--- config.mk ---
export PLATFORM = sky130hd
export DESIGN_NAME = if_stage_skid_reg
export DESIGN_NICKNAME = d
export VERILOG_FILES = /design/src/rtl/if_stage_skid_reg_pkg.sv /design/src/rtl/if_stage_skid_reg_pipe_entry_reg.sv /design/src/rtl/if_stage_skid_reg.sv
export SDC_FILE = /design/constraint.sdc
export NUM_CORES = 1
export LEC_CHECK = 0
export CAP_MARGIN = 10
export CORE_MARGIN = 1.5
export CORE_UTILIZATION = 46
export DETAILED_ROUTE_END_ITERATION = 6
export PLACE_DENSITY = 0.76
export SYNTH_ARGS = -nofsm -noshare
export SYNTH_HDL_FRONTEND = slang
export SYNTH_SLANG_ARGS = --single-unit
--- constraint.sdc ---
create_clock -name clk -period 1.5 [get_ports clk]
set_input_delay 0.15 -clock clk [delete_from_list [all_inputs] [get_ports clk]]
set_output_delay 0.15 -clock clk [all_outputs]
set_load 0.02 [all_outputs]
--- src/rtl/if_stage_skid_reg_pkg.sv ---
// Shared pipeline definitions for the IF/ID stage registers: fill-level
// states, the default bubble instruction and the default entry layout.
package if_stage_skid_reg_pkg;

  localparam int unsigned PIPE_PC_W    = 32;
  localparam int unsigned PIPE_INSTR_W = 32;

  // Bubble instruction injected whenever a stage register holds nothing.
  localparam logic [31:0] PIPE_NOP_INSTR = 32'hF000_0000;

  typedef enum logic [1:0] {
    ST_EMPTY = 2'd0,
    ST_ONE   = 2'd1,
    ST_FULL  = 2'd2
  } pipe_state_e;

  typedef struct packed {
    logic [PIPE_PC_W-1:0]    pc;
    logic [PIPE_INSTR_W-1:0] instr;
  } pipe_entry_t;

  // Number of held entries for a given fill state.
  function automatic logic [1:0] state_to_occ(pipe_state_e s);
    logic [1:0] occ;
    case (s)
      ST_ONE:  occ = 2'd1;
      ST_FULL: occ = 2'd2;
      default: occ = 2'd0;
    endcase
    return occ;
  endfunction

endpackage

--- src/rtl/if_stage_skid_reg_pipe_entry_reg.sv ---
// One (PC, instruction) storage slot with load-enable and a synchronous
// clear that turns the slot into a bubble (pc=0, instr=BUBBLE_INSTR).
// Data only: validity of the slot is tracked by the owner.
module pipe_entry_reg
  import if_stage_skid_reg_pkg::*;
#(
  parameter int unsigned            PC_W         = PIPE_PC_W,
  parameter int unsigned            INSTR_W      = PIPE_INSTR_W,
  parameter logic [INSTR_W-1:0]     BUBBLE_INSTR = INSTR_W'(PIPE_NOP_INSTR)
) (
  input  logic               clk,
  input  logic               clear_i,
  input  logic               load_i,
  input  logic [PC_W-1:0]    pc_i,
  input  logic [INSTR_W-1:0] instr_i,
  output logic [PC_W-1:0]    pc_o,
  output logic [INSTR_W-1:0] instr_o
);

  logic [PC_W-1:0]    pc_q, pc_d;
  logic [INSTR_W-1:0] instr_q, instr_d;

  // Next contents: clear to bubble wins over a load, otherwise hold.
  always_comb begin
    pc_d    = pc_q;
    instr_d = instr_q;
    if (clear_i) begin
      pc_d    = '0;
      instr_d = BUBBLE_INSTR;
    end else if (load_i) begin
      pc_d    = pc_i;
      instr_d = instr_i;
    end
  end

  // Storage flops; no reset, the owner masks the outputs while empty.
  always_ff @(posedge clk) begin
    pc_q    <= pc_d;
    instr_q <= instr_d;
  end

  assign pc_o    = pc_q;
  assign instr_o = instr_q;

endmodule

--- src/rtl/if_stage_skid_reg.sv ---
// Elastic IF->ID pipeline register: two-entry skid buffer (main + skid)
// with valid/ready on both sides, freeze (hold) and flush (drop to
// bubble). in_ready is a function of registered state, freeze, flush and
// reset only, so there is no combinational path from out_ready.
module if_stage_skid_reg
  import if_stage_skid_reg_pkg::*;
#(
  parameter int unsigned        PC_W      = PIPE_PC_W,
  parameter int unsigned        INSTR_W   = PIPE_INSTR_W,
  parameter logic [INSTR_W-1:0] NOP_INSTR = INSTR_W'(PIPE_NOP_INSTR)
) (
  input  logic               clk,
  input  logic               rst,
  input  logic               in_valid,
  output logic               in_ready,
  input  logic [PC_W-1:0]    in_pc,
  input  logic [INSTR_W-1:0] in_instr,
  output logic               out_valid,
  input  logic               out_ready,
  output logic [PC_W-1:0]    out_pc,
  output logic [INSTR_W-1:0] out_instr,
  input  logic               freeze,
  input  logic               flush,
  output logic [1:0]         occupancy
);

  pipe_state_e state_q, state_d;
  logic [1:0]  occ_q;

  logic accept, pop;
  logic main_load, skid_load, main_from_skid, clear_entries;

  logic [PC_W-1:0]    main_pc, skid_pc, main_pc_in;
  logic [INSTR_W-1:0] main_instr, skid_instr, main_instr_in;

  // Handshakes are masked by freeze and flush; in_ready also by reset.
  assign in_ready  = (state_q != ST_FULL)  & ~freeze & ~flush & ~rst;
  assign out_valid = (state_q != ST_EMPTY) & ~freeze & ~flush;
  assign accept    = in_valid  & in_ready;
  assign pop       = out_valid & out_ready;

  // Next fill state and slot load controls; flush overrides everything.
  always_comb begin
    state_d        = state_q;
    main_load      = 1'b0;
    skid_load      = 1'b0;
    main_from_skid = 1'b0;
    clear_entries  = 1'b0;
    if (flush) begin
      state_d       = ST_EMPTY;
      clear_entries = 1'b1;
    end else if (!freeze) begin
      case (state_q)
        ST_EMPTY: begin
          if (accept) begin
            state_d   = ST_ONE;
            main_load = 1'b1;
          end
        end
        ST_ONE: begin
          if (accept && pop) begin
            main_load = 1'b1;
          end else if (accept) begin
            state_d   = ST_FULL;
            skid_load = 1'b1;
          end else if (pop) begin
            state_d = ST_EMPTY;
          end
        end
        ST_FULL: begin
          // in_ready is low here, so only a pop can happen.
          if (pop) begin
            state_d        = ST_ONE;
            main_load      = 1'b1;
            main_from_skid = 1'b1;
          end
        end
        default: state_d = ST_EMPTY;
      endcase
    end
  end

  // Fill state and occupancy register, cleared asynchronously.
  always_ff @(posedge clk or posedge rst) begin
    if (rst) begin
      state_q <= ST_EMPTY;
      occ_q   <= 2'd0;
    end else begin
      state_q <= state_d;
      occ_q   <= state_to_occ(state_d);
    end
  end

  // Main slot refills from the skid slot when draining FULL.
  assign main_pc_in    = main_from_skid ? skid_pc    : in_pc;
  assign main_instr_in = main_from_skid ? skid_instr : in_instr;

  pipe_entry_reg #(
    .PC_W        (PC_W),
    .INSTR_W     (INSTR_W),
    .BUBBLE_INSTR(NOP_INSTR)
  ) u_main (
    .clk    (clk),
    .clear_i(clear_entries),
    .load_i (main_load),
    .pc_i   (main_pc_in),
    .instr_i(main_instr_in),
    .pc_o   (main_pc),
    .instr_o(main_instr)
  );

  pipe_entry_reg #(
    .PC_W        (PC_W),
    .INSTR_W     (INSTR_W),
    .BUBBLE_INSTR(NOP_INSTR)
  ) u_skid (
    .clk    (clk),
    .clear_i(clear_entries),
    .load_i (skid_load),
    .pc_i   (in_pc),
    .instr_i(in_instr),
    .pc_o   (skid_pc),
    .instr_o(skid_instr)
  );

  // An empty stage always presents the bubble, whatever the slots hold.
  assign out_pc    = (state_q == ST_EMPTY) ? '0        : main_pc;
  assign out_instr = (state_q == ST_EMPTY) ? NOP_INSTR : main_instr;
  assign occupancy = occ_q;

endmodule

==> results of run 1 <==
per-stage QoR:
step           instances  setup WS, ns  instance area (um^2)
6_report            1047        -0.315                  9480
5_1_grt             1047        -0.372                  9480
4_1_cts             1047        -0.316                  9290
3_5_place_dp        1000        -0.596                  8480
3_3_place_gp        1000        -0.575                  8480
2_1_floorplan        721       -0.0238                  6560
logic make-up after synthesis:
family                 share of synthesized area
and+or+nand+nor                            0.254
AOI/OAI and AO/OA                          0.256
DFF                                        0.412
buffers and inverters                     0.0643
muxes                                     0.0139
cell type report:
cell class / count / area [um^2] / area share
clock buffers: 18 / 439 / 0.0463
flip-flops and latches: 132 / 2670 / 0.281
well taps: 180 / 225 / 0.0238
clock inverters: 14 / 233 / 0.0245
inverters: 4 / 15.0 / 0.00158
multi-input cells: 483 / 3600 / 0.380
repair buffers: 216 / 2300 / 0.243
metal layers:
metal / part of all wire / up-vias / track usage
met4: 0.017 / 0 / 0.122
met3: 0.087 / 41 / 0.0855
met2: 0.49 / 389 / 0.493
met1: 0.41 / 3297 / 0.362
met5: 0 / - / 0
li1: - / 3023 / -
layout by cell type, fill, tap and decap left out, types with 4 or more instances in the layout:
cell and n:
a211oi_2 4, a311oi_1 11, a31o_2 50, a31oi_1 49, and3_1 52, buf_12 29
buf_16 4, buf_2 30, buf_4 55, buf_6 24, bufinv_16 6, clkbuf_16 17
clkdlybuf4s50_1 66, clkinv_2 4, dfxtp_1 128, dlygate4sd2_1 5, mux2_1 7, nand3_1 8
nand4b_1 60, nor2_1 15, nor2b_1 55, nor2b_2 4, nor2b_4 11, nor3_1 16
nor4_2 4, o21ai_0 43, o311ai_1 9, o31ai_1 51, or2_4 4
worst register-to-register path: stages, from the launching register on:
cell and delay [ns]:
dfrtp_4 0.44, buf_4 0.28, nand3b_1 0.14, or2_2 0.36, buf_12 0.19, a311oi_1 0.25
where the power goes:
group | leakage (nW) | internal (mW) | switching [mW]
logic | 2.31 | 0.345 | 0.308
clock network | 0.326 | 3.15 | 1.60
registers | 1.09 | 3.55 | 0.0270
total | 3.72 | 7.05 | 1.93
registers in the layout (all words and copies together), names as in the netlist:
name / flops
u_main.instr_o: 32
occupancy: 2
u_skid.pc_o: 32
u_main.pc_o: 32
state_q: 2
u_skid.instr_o: 32
repair_timing:
item	CTS	global route
hold endpoints to repair	4	0
resized for setup	327	60
setup endpoints to repair	200	198
hold buffers	1	0
gates cloned	6	0
setup buffers	8	2
pin swaps	9	4
path summary, 6_finish.rpt:
kind | from | to | slack (ns) | cells after the start
max in group asynchronous | rst | state_q[1] | 0.77 | 4
hold reg to reg | u_skid.pc_o[14] | u_skid.pc_o[14] | 0.48 | 1
hold / removal | flush | state_q[1] | 0.30 | 3
setup reg to reg | state_q[1] | u_main.pc_o[6] | -0.27 | 5
min in group asynchronous | rst | state_q[1] | 0.54 | 4
setup / recovery | state_q[1] | out_instr[22] | -0.32 | 6
==> impl_metrics.toml, run 1 <==
[synthesis]
synthFlopType = "dfxtp_1"
synth_common_cells = "dfxtp_1 (128), clkbuf_1 (82), nor2b_1 (70)"
synth_area_leader_cell = "dfxtp_1"
synth_most_common_cell = "dfxtp_1"
synth_area_um2 = 6460
synth_top_cell_area_share = 0.397
synth.top_cells.by_area = "dfxtp_1 (40%), nand4b_1 (8.1%), a31o_2 (6.8%), nor2b_1 (6.8%), o31ai_1 (5.9%)"
synthesis.nets = 791
ys_types = 42
synthCells = 721
synth_seq_cells = 132
synth.avg_cell_area_um2 = 8.96
async_reset_ff_frac = 0.0303
synth_edf_count = 0
yosysWarnings = 0
seq_area_frac_synth = 0.412

[die]
initial_core_util = 0.469
io_pins = 138
dieArea_um2 = 14800
die_w_um = 121
die_h_um = 121
core-area_um2 = 13800
rows = 43

[worst_setup_path]
end_kind = "output pin"
arrival_ns = 1.67
crit_path_top_delay_cell = "dfrtp_4"
crit_required_ns = 1.35
crit_top_cell = "buf_12"
worst-path-buf-inv = 4
cp_slowest_stage_delay_ns = 0.50
path_class = "flip-flop to output pin"
critPathTopFamily = "buffers and inverters"
crit_fanout = 7
path_cells = "nor2_4, buf_12, buf_12, buf_16, nor2b_1, buf_2"
worstSetupStartpointType = "flip-flop"

[cells_and_area]
final_util = 0.688
drive_gt1_frac = 0.314
n_fill_cell = 1030
nets = 924
n_antenna_cell = 0
area_growth_pct = 46.8

[timing]
drv_slew = 0
holdWs_ns = 0.301
final.setup.worst_slack_ns = -0.315
tightestPinTransition_ns = 0.368
slew_headroom = 0.754
period_share = 1.21
setup_tns_ns = -40.77
rsz0062_at_grt = "true"
fin_skew_ns = 0.00724
setup_violations = 197
max_clock_freq_mhz = 551
hold_viol_final = 0
min_period_ns = 1.82

[clock_tree]
cts-root-buf = "clkbuf_16"
cts_buffers = 17
cts_max_level = 4
clk-insertion-delay-late_ns = 0.42
tritoncts = "built"
clk_pin_slew_ns = 0.06
cts.sinks = 132
cts_buffer_depth = 2

[power]
power_density_nw_per_um2 = 947
finalPower_mw = 8.98
max-vdd-ir-drop_v = 0.000756
p_leak_nw = 3.72

[routing]
num_vias = 6750
drtPass1Iterations = 6
viasPerCell = 6.45
route.detailed.drc = 0
drt-total-wl_mm = 22.1
ant_nets = 0
post_drt_wl_per_cell_um = 21.1
first_iter_violations = 724

[global_route]
overflow = 0
antenna_found_initial = 0
first_global_vias = 6799
grt_pass1_wl_mm = 34.5
grt_usage = 0.298
grt_start_max_net_pins = 38

[place]
hpwl_mm = 13.3
portBuffers = 137
globalplace.congestion = 0.876

[job]
max_cap_viol_count = 0

[outcome]
status = "complete, but fails checks"
violations = "negative setup slack"

[worst_hold_path]
hold_class = "primary input to flip-flop"
Power figures use the tool's default switching activity.
==> inputs of run 2 (changes only) <==
- CORE_MARGIN: 1.5 -> 4
==> run 2 against run 1 <==
The run still ends with negative setup slack left. Register-to-register slack got worse by 0.06 ns. Clock power shrank 8.0%. Global-route usage fell by 3.9 points. Non-clock buffer count increased by 22. Sequential share of layout area shrank 2.3 points. Clock-buffer cell count increased by 4. Flip-flop and latch count unchanged. Hold slack improved by 0.057 ns. Sequential power barely moved. Cell count is 2.0% higher. Fmax shrank 0.54%. Largest power group unchanged.
==> impl_metrics.toml, run 2 (synthesis gave the netlist of run 1 again) <==
[power]
finalPower_mw = 8.71
max-vdd-ir-drop_v = 0.000834
combPwrFrac = 0.087
power_frac_clock = 0.501
power_density_nw_per_um2 = 843
p_seq_frac = 0.412
p_leak_nw = 3.93
power.internal_mw = 6.66
swShare = 0.235
power.switching_mw = 2.05

[outcome]
violations = "negative setup slack"
status = "complete, but fails checks"

[worst_setup_path]
path_cells = "buf_4, buf_12, nand3b_1, or2_4, buf_6, clkbuf_16, a31oi_1"
crit_required_ns = 1.84
worst-path-buf-inv = 4
rrSetupSlack_ns = -0.33
end_kind = "flip-flop"
worstSetupStartpointType = "flip-flop"
cp_slowest_stage_delay_ns = 0.46
arrival_ns = 2.16
crit_fanout = 8
path_class = "flip-flop to flip-flop"
critPathTopFamily = "buffers and inverters"
crit_path_top_delay_cell = "dfrtp_4"

[global_route]
grt_pass1_wl_mm = 34.1
use_met3 = 0.0547
antenna_found_initial = 1
top_usage_layer = "met2"
use_met1 = 0.324
grt_start_max_net_pins = 59
grt_usage = 0.259
gr-usage-met2 = 0.438
first_global_vias = 6685
overflow = 0

[routing]
route.detailed.drc = 0
num_vias = 7547
post_drt_wl_per_cell_um = 26.0
drtPass1Iterations = 7
ant_nets = 0
viasPerCell = 7.07
first_iter_violations = 1090
drt-total-wl_mm = 27.8

[timing]
drv_slew = 0
final.setup.worst_slack_ns = -0.325
min_period_ns = 1.83
max_clock_freq_mhz = 548
setup_violations = 197
slew_headroom = 0.629
tightestPinTransition_ns = 0.548
fin_skew_ns = 0.00911
period_share = 1.22
hold_viol_final = 0
rsz0062_at_grt = "true"
holdWs_ns = 0.359

[place]
globalplace.congestion = 0.802
dpl_cell_area_um2 = 8390
hpwl_mm = 13.2
portBuffers = 137
place_inst = 996

[worst_hold_path]
hold_class = "primary input to flip-flop"

[cells_and_area]
final_util = 0.747
nets = 946
final_cell_mix = "dfxtp_1 (128), nor2b_1 (67), clkdlybuf4s50_1 (65), nand4b_1 (60)"
n_antenna_cell = 0
layout_commonest_cell = "dfxtp_1"
area_growth_pct = 59.9
drive_gt1_frac = 0.402
finalInstanceArea_um2 = 10300
finalNonFillerCells = 1068
n_fill_cell = 829

[die]
dieArea_um2 = 16000
initial_core_util = 0.467
rows = 43
die_w_um = 126
die_h_um = 126
io_pins = 138
core-area_um2 = 13800

[clock_tree]
cts-root-buf = "clkbuf_16"
cts_buffers = 17
clk_pin_slew_ns = 0.06
cts_max_level = 4
cts_buffer_depth = 2
cts.sinks = 132
tritoncts = "built"
clk-insertion-delay-late_ns = 0.42

[job]
max_cap_viol_count = 0
## run 2: cell types whose count changed in the layout (fill, tap and decap cells not counted), moves of 13 or more
cell,before,now
o31ai_2,0,20
clkbuf_16,17,30
o31ai_1,51,25
a31oi_1,49,18
buf_2,30,52
a31oi_4,0,23
## run 2: cell type report
cell class	count	area, um^2	share of cell area
clock buffer	22	474	0.0459
inverter	4	15.0	0.00145
timing repair buffer	238	2580	0.249
multi-input combinational	483	4240	0.411
tap	180	225	0.0218
sequential	132	2670	0.258
clock inverter	9	126	0.0122
## run 2: metal layers
metal | vias to the layer above | wire length (um)
met5 | - | 8
met4 | 2 | 1550
met3 | 152 | 2850
met2 | 647 | 13200
met1 | 3668 | 10200
li1 | 3078 | -
## run 2: timing repair
item	4_1_cts	5_1_grt
hold buffers	0	1
endpoints found under the hold margin	0	4
setup endpoints to repair	200	198
gates cloned	2	17
setup buffers	6	17
pin swaps	5	12
resized for setup	322	134
## run 2: power by group through the flow
stage,sequential (mW),combinational [mW],clock (mW)
floorplan,3.64,0.238,0
global placement,3.65,0.566,0
detailed placement,3.65,0.584,0
CTS,3.58,0.608,4.24
global route,3.59,0.780,4.49
finish,3.59,0.756,4.37
## run 2: through the flow
stage | TNS (ns) | setup WS [ns]
floorplan | -0.0330 | -0.0238
global placement | -75.21 | -0.473
detailed placement | -81.32 | -0.545
CTS | -28.19 | -0.230
global route | -51.02 | -0.347
finish | -48.01 | -0.325
## run 2: worst register-to-register path: stages, from the launching register on
cell       delay (ns)
dfrtp_4          0.46
buf_4            0.13
buf_12           0.10
nand3b_1         0.16
or2_4            0.39
buf_6            0.16
clkbuf_16        0.18
a31oi_1          0.16
## run 2: final timing paths
kind | startpoint | end | cells after the start
max reg2reg | state_q[1] | u_main.instr_o[16] | 7
min in group asynchronous | rst | occupancy[1] | 4
min | in_pc[30] | u_skid.pc_o[30] | 2
max in group asynchronous | rst | state_q[1] | 4
min reg2reg | u_skid.instr_o[11] | u_skid.instr_o[11] | 1
max | state_q[1] | u_main.instr_o[16] | 7
